==> config.mk <==
export PLATFORM = sky130hd
export DESIGN_NAME = run_controller
export DESIGN_NICKNAME = d
export VERILOG_FILES = /design/src/rtl/run_controller.sv
export SDC_FILE = /design/constraint.sdc
export NUM_CORES = 1
export LEC_CHECK = 0
export BUFFER_PORTS_ARGS = -buffer_cell sky130_fd_sc_hd__buf_4
export CAP_MARGIN = 40
export CORE_ASPECT_RATIO = 0.9
export CORE_MARGIN = 2
export CORE_UTILIZATION = 43
export DETAILED_ROUTE_END_ITERATION = 12
export GPL_TIMING_DRIVEN = 0
export PLACE_DENSITY = 0.68
export SLEW_MARGIN = 15
export SYNTH_ARGS = -nofsm -noshare
export SYNTH_HDL_FRONTEND = slang
export SYNTH_SLANG_ARGS = --single-unit
==> constraint.sdc <==
create_clock -name clk -period 3.9 [get_ports clk]
set_clock_uncertainty 0.1 [all_clocks]
set_input_delay 0.195 -clock clk [delete_from_list [all_inputs] [get_ports clk]]
set_output_delay 0.195 -clock clk [all_outputs]
set_load 0.02 [all_outputs]
==> src/rtl/run_controller.sv <==
// Run controller: holds the core in reset, runs it, and stops on PC stall or timeout.
// Optional PC breakpoint termination is compiled in when RUN_CTRL_BREAK_EN is defined.
`timescale 1ns/1ps
module run_controller #(
    parameter int PC_WIDTH       = 16,
    parameter int CNT_WIDTH      = 16,
    parameter int RESET_CYCLES   = 2,
    parameter int TIMEOUT_CYCLES = 16,
    parameter int STALL_CYCLES   = 4
) (
    input  logic                 clk,
    input  logic                 rst,
    input  logic                 start_i,
    input  logic [PC_WIDTH-1:0]  pc_i,
`ifdef RUN_CTRL_BREAK_EN
    input  logic                 bp_en_i,
    input  logic [PC_WIDTH-1:0]  bp_addr_i,
    output logic                 bp_hit_o,
`endif
    output logic                 core_reset_o,
    output logic                 run_o,
    output logic [CNT_WIDTH-1:0] cycle_count_o,
    output logic                 done_o,
    output logic                 halted_o,
    output logic                 timed_out_o
);

    localparam int RW = $clog2(RESET_CYCLES + 1);
    localparam int SW = $clog2(STALL_CYCLES + 1);

    typedef enum logic [1:0] {IDLE, RESET, RUN, DONE} state_e;

    state_e                state_q, state_d;
    logic [RW-1:0]         rstCnt_q, rstCnt_d;
    logic [SW-1:0]         stallCnt_q, stallCnt_d;
    logic [CNT_WIDTH-1:0]  cycleCount_q, cycleCount_d;
    logic [PC_WIDTH-1:0]   prevPc_q, prevPc_d;
    logic                  firstRun_q, firstRun_d;
    logic                  halted_q, halted_d;
    logic                  timedOut_q, timedOut_d;
    logic                  bpHit_q, bpHit_d;
    logic                  coreReset_q, run_q, done_q;
    logic                  pcEqual, haltHit, timeoutHit, bpMatch;

    // The previous PC is meaningless in the first RUN cycle, so equality is masked there.
    assign pcEqual    = (pc_i == prevPc_q) && !firstRun_q;
    assign haltHit    = pcEqual && (stallCnt_q == SW'(STALL_CYCLES - 2));
    assign timeoutHit = (cycleCount_q == CNT_WIDTH'(TIMEOUT_CYCLES - 1));
`ifdef RUN_CTRL_BREAK_EN
    assign bpMatch    = bp_en_i && (pc_i == bp_addr_i);
`else
    assign bpMatch    = 1'b0;
`endif

    always_comb begin
        state_d      = state_q;
        rstCnt_d     = rstCnt_q;
        stallCnt_d   = stallCnt_q;
        cycleCount_d = cycleCount_q;
        prevPc_d     = prevPc_q;
        firstRun_d   = firstRun_q;
        halted_d     = halted_q;
        timedOut_d   = timedOut_q;
        bpHit_d      = bpHit_q;
        case (state_q)
            IDLE, DONE: begin
                if (start_i) begin
                    state_d      = RESET;
                    rstCnt_d     = '0;
                    stallCnt_d   = '0;
                    cycleCount_d = '0;
                    halted_d     = 1'b0;
                    timedOut_d   = 1'b0;
                    bpHit_d      = 1'b0;
                end
            end
            RESET: begin
                if (rstCnt_q == RW'(RESET_CYCLES - 1)) begin
                    state_d    = RUN;
                    firstRun_d = 1'b1;
                end else begin
                    rstCnt_d = rstCnt_q + RW'(1);
                end
            end
            RUN: begin
                if (cycleCount_q != '1) begin
                    cycleCount_d = cycleCount_q + CNT_WIDTH'(1);
                end
                prevPc_d   = pc_i;
                firstRun_d = 1'b0;
                stallCnt_d = pcEqual ? stallCnt_q + SW'(1) : '0;
                // Exactly one cause flag: breakpoint beats halt beats timeout.
                if (bpMatch) begin
                    state_d = DONE;
                    bpHit_d = 1'b1;
                end else if (haltHit) begin
                    state_d  = DONE;
                    halted_d = 1'b1;
                end else if (timeoutHit) begin
                    state_d    = DONE;
                    timedOut_d = 1'b1;
                end
            end
            default: state_d = IDLE;
        endcase
    end

    always_ff @(posedge clk or posedge rst) begin
        if (rst) begin
            state_q      <= IDLE;
            rstCnt_q     <= '0;
            stallCnt_q   <= '0;
            cycleCount_q <= '0;
            prevPc_q     <= '0;
            firstRun_q   <= 1'b0;
            halted_q     <= 1'b0;
            timedOut_q   <= 1'b0;
            bpHit_q      <= 1'b0;
            coreReset_q  <= 1'b1;
            run_q        <= 1'b0;
            done_q       <= 1'b0;
        end else begin
            state_q      <= state_d;
            rstCnt_q     <= rstCnt_d;
            stallCnt_q   <= stallCnt_d;
            cycleCount_q <= cycleCount_d;
            prevPc_q     <= prevPc_d;
            firstRun_q   <= firstRun_d;
            halted_q     <= halted_d;
            timedOut_q   <= timedOut_d;
            bpHit_q      <= bpHit_d;
            coreReset_q  <= (state_d == IDLE) || (state_d == RESET);
            run_q        <= (state_d == RUN);
            done_q       <= (state_d == DONE);
        end
    end

    assign core_reset_o  = coreReset_q;
    assign run_o         = run_q;
    assign done_o        = done_q;
    assign cycle_count_o = cycleCount_q;
    assign halted_o      = halted_q;
    assign timed_out_o   = timedOut_q;
`ifdef RUN_CTRL_BREAK_EN
    assign bp_hit_o      = bpHit_q;
`endif

endmodule

Yosys cells after proc, flatten, opt, wreduce, memory -nomap -nowiden --
Cells that the tools add are included.
Operators by class: add/subtract/negate cells 3, eq/ne operators 18, muxes and demuxes 22, reduce and logical (&&, ||, !) cells 16
Operators by type and width (number):
- 16-bit two-way mux | 2
- 16-bit one-hot mux with 2 select lines | 1
- 16-bit by 1-bit adder with 16-bit output, second input constant | 1
- 16-bit == test | 1
- 16-bit by 4-bit == test with 1-bit output, second input constant | 1
- 16-bit inequality test, second input constant | 1
- 2-bit inequality test, second input constant | 7
- 2-bit two-way mux | 6
- 3-bit AND reduction | 3
- 2-bit == test, second input constant | 4
- 2-bit by 1-bit == test with 1-bit output, second input constant | 3
- 3-bit two-way mux | 2
- 1-bit one-hot mux with 2 select lines | 3
- 2-bit one-hot mux with 3 select lines | 1
- 3-bit one-hot mux with 2 select lines | 1
- 2-bit nonzero test | 3
- 1-bit two-way mux | 5
- 2-bit logical NOT | 2
- 2-bit one-hot mux with 2 select lines | 1
- 2-bit AND reduction | 2
- 4-bit AND reduction | 1
- 3-bit by 1-bit adder with 3-bit output, second input constant | 1
- 3-bit by 2-bit == test with 1-bit output, second input constant | 1
- 2-bit by 1-bit adder with 2-bit output, second input constant | 1
- other kinds (4) | 5
Storage, ports and cells: flip-flop bits (word level) 45, bits of input ports 19, output and inout port bits 21, logic and storage cells 70

Depth between registers and ports, before layout --
depth in word-level cells 7, mapped depth 8, gate-level depth less buffers 7

Least setup slack after synthesis --
OpenSTA, ideal clock, no wires.
path kind flip-flop to flip-flop, from register state_q[0], to register cycleCount_q[13] (netlist: cycle_count_o[13]), setup time 0.132 ns, arrival 1.737 ns, data required time 3.668 ns, path slack 1.931 ns, stages on the path, launching flop included 8, path buffers 0, clock period less this slack 1.969 ns, cells stage by stage dfrtp_1 -> inv_1 -> ha_1 -> mux2_2 -> nand4_2 -> nor4_1 -> xnor2_1 -> nor2_1
On the way: longest elaborated chain between the ends 4, elaborated cells between the ends (all ways) 9, classes of those cells 4 x eq/ne; 1 x mux; 4 x reduce/logical
Ends and longest elaborated chain:
- start, declared | line 33 | state_e state_q, state_d;
- start signal, assigned | line 123 | state_q <= state_d;
- 2-bit == test / 2-bit logical NOT (equally long branches) | line 65 | case (state_q)
- 2-bit OR reduction
- 2-bit inequality test (no source line) / 2-bit nonzero test (equally long branches)
- 3-bit AND reduction (no source line)
- end signal, assigned | line 126 | cycleCount_q <= cycleCount_d;
- end, declared | line 36 | logic [CNT_WIDTH-1:0] cycleCount_q, cycleCount_d;
Parallel ways exist; a longest one is shown, timed or not. A chain may end at the register's enable or synchronous reset.

Worst setup path in the final report --
from register state_q[0], to register prevPc_q[14]
On the way: longest elaborated chain between the ends 1
Ends and longest elaborated chain:
- 2-bit == test | line 65
- end signal, assigned | line 127 | prevPc_q <= prevPc_d;
- end, declared | line 37 | logic [PC_WIDTH-1:0] prevPc_q, prevPc_d;
No other way between the ends.

==> impl_results.md <==
* Outcome: finished, final reports clean
* Mean instance size in the synthesized netlist at 10.4 sq um
* Total I/O pin count at 40
* Amount of wire on met3 after detailed routing at 198 microns
* GR Util All Layers at 17.6%
* Number of instances in the placed design at 342
* Total of warnings raised by yosys at 0
* Actual slew at the worst max-slew pin at 0.691 ns
* Req. time, crit path at 3.98 ns
* Weighted congestion reported at the end of routability-driven placement at around 0.81
* Detailed router's first-iteration violation count at 103
* Post-layout min period at around 2.4 ns
* Sum of routed wire segments on met1 at 2.51 mm
* Number of standard-cell rows in the floorplan at 25
* Number of buffers inserted by port buffering at 39
* Global-route wire length before repair at 8.76 mm
* Clock tree from TritonCTS: built
* Ant diodes at 0
* Worst-Skew Late Latency at 0.30 ns
* Area growth from synthesis to layout at 20.1%
* GRT Residual Overflow at 0
* Fin cells at 351
* Maximum number of buffers from clock root to sink at 2
* CP max FO at 10
* Share of the synthesized area in the top cell type at roughly 45%
* Number of buffers created by CTS at 5
* Worst Path Arrival at around 2.5 ns
* Net switching power of the design at 531 uW
* Clock power frac at 18.5%
* Root cell of the clock tree: sky130_fd_sc_hd__clkbuf_8
* Number of different library cells in the post-synthesis netlist at 51
* WL per Instance at 14.2 microns
* Top post-synthesis cells by area: sky130_fd_sc_hd__dfrtp_1 45%, sky130_fd_sc_hd__mux2_2 7.4%, sky130_fd_sc_hd__xor2_1 4.7%
* Cell depth of the worst hold path at 2
* Number of vias in the routed layout at 1880
* Resize count post-CTS at 0
* Share of layout cells above drive strength 1 at 26.8%
* Top library cells by usage in the layout, fill and taps aside: 44 x sky130_fd_sc_hd__dfrtp_1, 39 x sky130_fd_sc_hd__buf_4, 18 x sky130_fd_sc_hd__nor2_1
* Number of antenna violations at the first check in global routing at 0
* H-Tree Level Count at 2
* Pre-antenna DRT Iters at 4
* Reg-to-Reg Start: state_q[0]
* Start point of the worst hold path: pc_i[5]
* Max IR drop VDD at roughly 0.27 mV
* Post-route fraction of the period consumed by the critical path at 60.8%
* Die Ht at 75.4 microns
* Total wirelength of the detailed-routed design at 4.97 mm
* Aggregate negative setup slack at 0 ns
* X dimension of the die at 83.4 microns
* Clock-pin slew on the worst setup and hold paths at 0.09 ns
* Worst reg2reg endpoint: prevPc_q[14]
* Total nets after synthesis at 260
* Maximum number of pins on one net before global-route repair at 30
* Terminating pin of the worst hold path: prevPc_q[5]
* Total power divided by cell area at 512 mW/mm^2
* Share of synthesized registers carrying an async set or reset at 100%
* Post-detail-place hpwl at 3.72 mm
* Layout Nets at 308
* Reported max-cap violation count at 0
* Number of setup violations in the final report at 0
* Total internal power at 969 uW
* LEAKAGE at approximately 0.0013 uW
* Critical Setup Path Class: reg2reg
* Hold violation count in the final report at 0
* Clk sinks at 45
* Worst-case register-to-register setup slack at around 1.5 ns
* Initial cell density of the core at 45.6%
* Critical path launch point type: flop
* Pins Over Slew Limit at 0
* Detailed-routed wire length on met2 at 2.21 mm
* Post-synth top area cell: sky130_fd_sc_hd__dfrtp_1
* Vias in the first global route at 1849
* Maximum frequency from static timing analysis at 422 MHz
* Relative contribution of combinational cells to total power at about 37%
* Cell Area, Placed at 0.00283 sq mm
* Cells after synthesis at 235
* Antenna-violating nets left at 0
* Design Area, Final at 0.00293 sq mm
* Register bit count reported by yosys at 45
* Highest metal layer with signal wires: met4
* Proportion of total power due to net switching at 35.4%
* Type of destination of the critical path: flop
* Synth Cell Area at 0.00244 sq mm
* Number of cells on the worst reg-to-reg path at 5
* Utilization after layout at 54.7%
* EDFF count, synth at 0
* Post-synth top flop: sky130_fd_sc_hd__dfrtp_1
* Number of vias per cell after detailed routing at 5.36
* DRC at 0
* Unrepaired setup endpoints after global routing: false
* Total Die Area at ~0.0063 sq mm
* Hold WC Path Type: in2reg
* Area of the placeable core at 0.00535 sq mm
* Startpoint of the worst setup timing path: state_q[0]
* Max transition margin at 53.5%
* Most frequent standard cell in the layout excluding fill and tap cells: sky130_fd_sc_hd__dfrtp_1
* Flop pwr share at 44.9%
* Share of the yosys chip area belonging to registers at 46.3%
metal layers:
metal  track usage, %  vias up
met5                0        -
met3             4.33        5
met4             5.10        0
met2             26.4       40
li1                 -      937
met1             25.6      898
critical path, cell delays in order (launching register included):
cell,delay (ns)
sky130_fd_sc_hd__dfrtp_1,0.43
sky130_fd_sc_hd__inv_1,0.07
sky130_fd_sc_hd__ha_1,0.25
sky130_fd_sc_hd__clkbuf_1,0.46
sky130_fd_sc_hd__buf_1,0.53
sky130_fd_sc_hd__mux2_2,0.41
power by group through the flow:
stage	Sequential [uW]	Clock, uW	Combinational (uW)
finish	673	278	548
global route	690	307	620
CTS	672	287	552
detailed placement	682	0	550
global placement	676	0	537
floorplan	686	0	395
flip-flops by register name, summed over array words and instances (netlist names):
| signal | cells |
|---|---|
| run_o | 1 |
| halted_o | 1 |
| stallCnt_q | 3 |
| firstRun_q | 1 |
| timed_out_o | 1 |
| done_o | 1 |
| prevPc_q | 16 |
| state_q | 2 |
| rstCnt_q | 2 |
| core_reset_o | 1 |
| cycle_count_o | 16 |
synth_stat cells, types with 2 or more instances:
cell	instances
sky130_fd_sc_hd__dfrtp_1	44
sky130_fd_sc_hd__nor2_1	18
sky130_fd_sc_hd__inv_1	16
sky130_fd_sc_hd__mux2_2	16
sky130_fd_sc_hd__nand2_1	15
sky130_fd_sc_hd__xor2_1	13
sky130_fd_sc_hd__o21ai_0	9
sky130_fd_sc_hd__a21oi_1	8
sky130_fd_sc_hd__nand3_1	8
sky130_fd_sc_hd__xnor2_1	8
sky130_fd_sc_hd__ha_1	6
sky130_fd_sc_hd__nor3_1	6
sky130_fd_sc_hd__a211oi_1	5
sky130_fd_sc_hd__nor2b_1	5
sky130_fd_sc_hd__nand4_1	4
sky130_fd_sc_hd__nor4_1	4
sky130_fd_sc_hd__and2_1	3
sky130_fd_sc_hd__clkbuf_1	3
sky130_fd_sc_hd__mux2i_1	3
sky130_fd_sc_hd__o31ai_1	3
sky130_fd_sc_hd__or4_1	3
sky130_fd_sc_hd__a22o_1	2
sky130_fd_sc_hd__nand2b_1	2
sky130_fd_sc_hd__nand3b_1	2
sky130_fd_sc_hd__nand4_2	2
sky130_fd_sc_hd__nor3b_1	2
timing repair:
| item | in CTS | in global routing |
|---|---|---|
| hold endpoints to repair | 16 | 0 |
| hold buffers | 1 | 0 |
| endpoints found under the setup margin | 0 | 0 |
| buffers inserted | 0 | 0 |
worst max-delay path by stage:
stage / to / slack (ns)
floorplan: cycle_count_o[13] / 1.93
global placement: prevPc_q[14] / 1.55
detailed placement: prevPc_q[13] / 1.53
CTS: prevPc_q[13] / 1.51
global route: prevPc_q[12] / 1.37
finish: prevPc_q[14] / 1.53
per-stage QoR:
| step | power [uW] | hold WS [ns] | worst slack [ns] |
|---|---|---|---|
| 6_report | 1500 | 0.0382 | 1.53 |
| 5_1_grt | 1620 | 0.0268 | 1.37 |
| 4_1_cts | 1510 | 0.0311 | 1.51 |
| 3_5_place_dp | 1230 | 0.114 | 1.53 |
| 3_3_place_gp | 1210 | 0.340 | 1.55 |
| 2_1_floorplan | 1080 | 0.216 | 1.93 |
cell families (layout without fill, tap and decap cells):
logic type	Yosys count	count (layout)	synth area share, %
compound gates	38	38	10.7
xor+xnor	21	21	7.55
fa+ha+maj	6	6	3.08
buf+inv	21	70	3.29
flops	45	45	46.3
mux	19	19	8.62
simple gates	85	85	20.5
layout make-up:
cell class	instances	area [sq um]
tap	67	83.8
clock inverter	2	10.0
fill	490	2420
sequential	45	1130
buffer	5	20.0
multi-input combinational	169	1230
clock buffer	6	72.6
timing repair buffer	41	323
inverter	16	60.1
(Power assumes the default switching activity.)
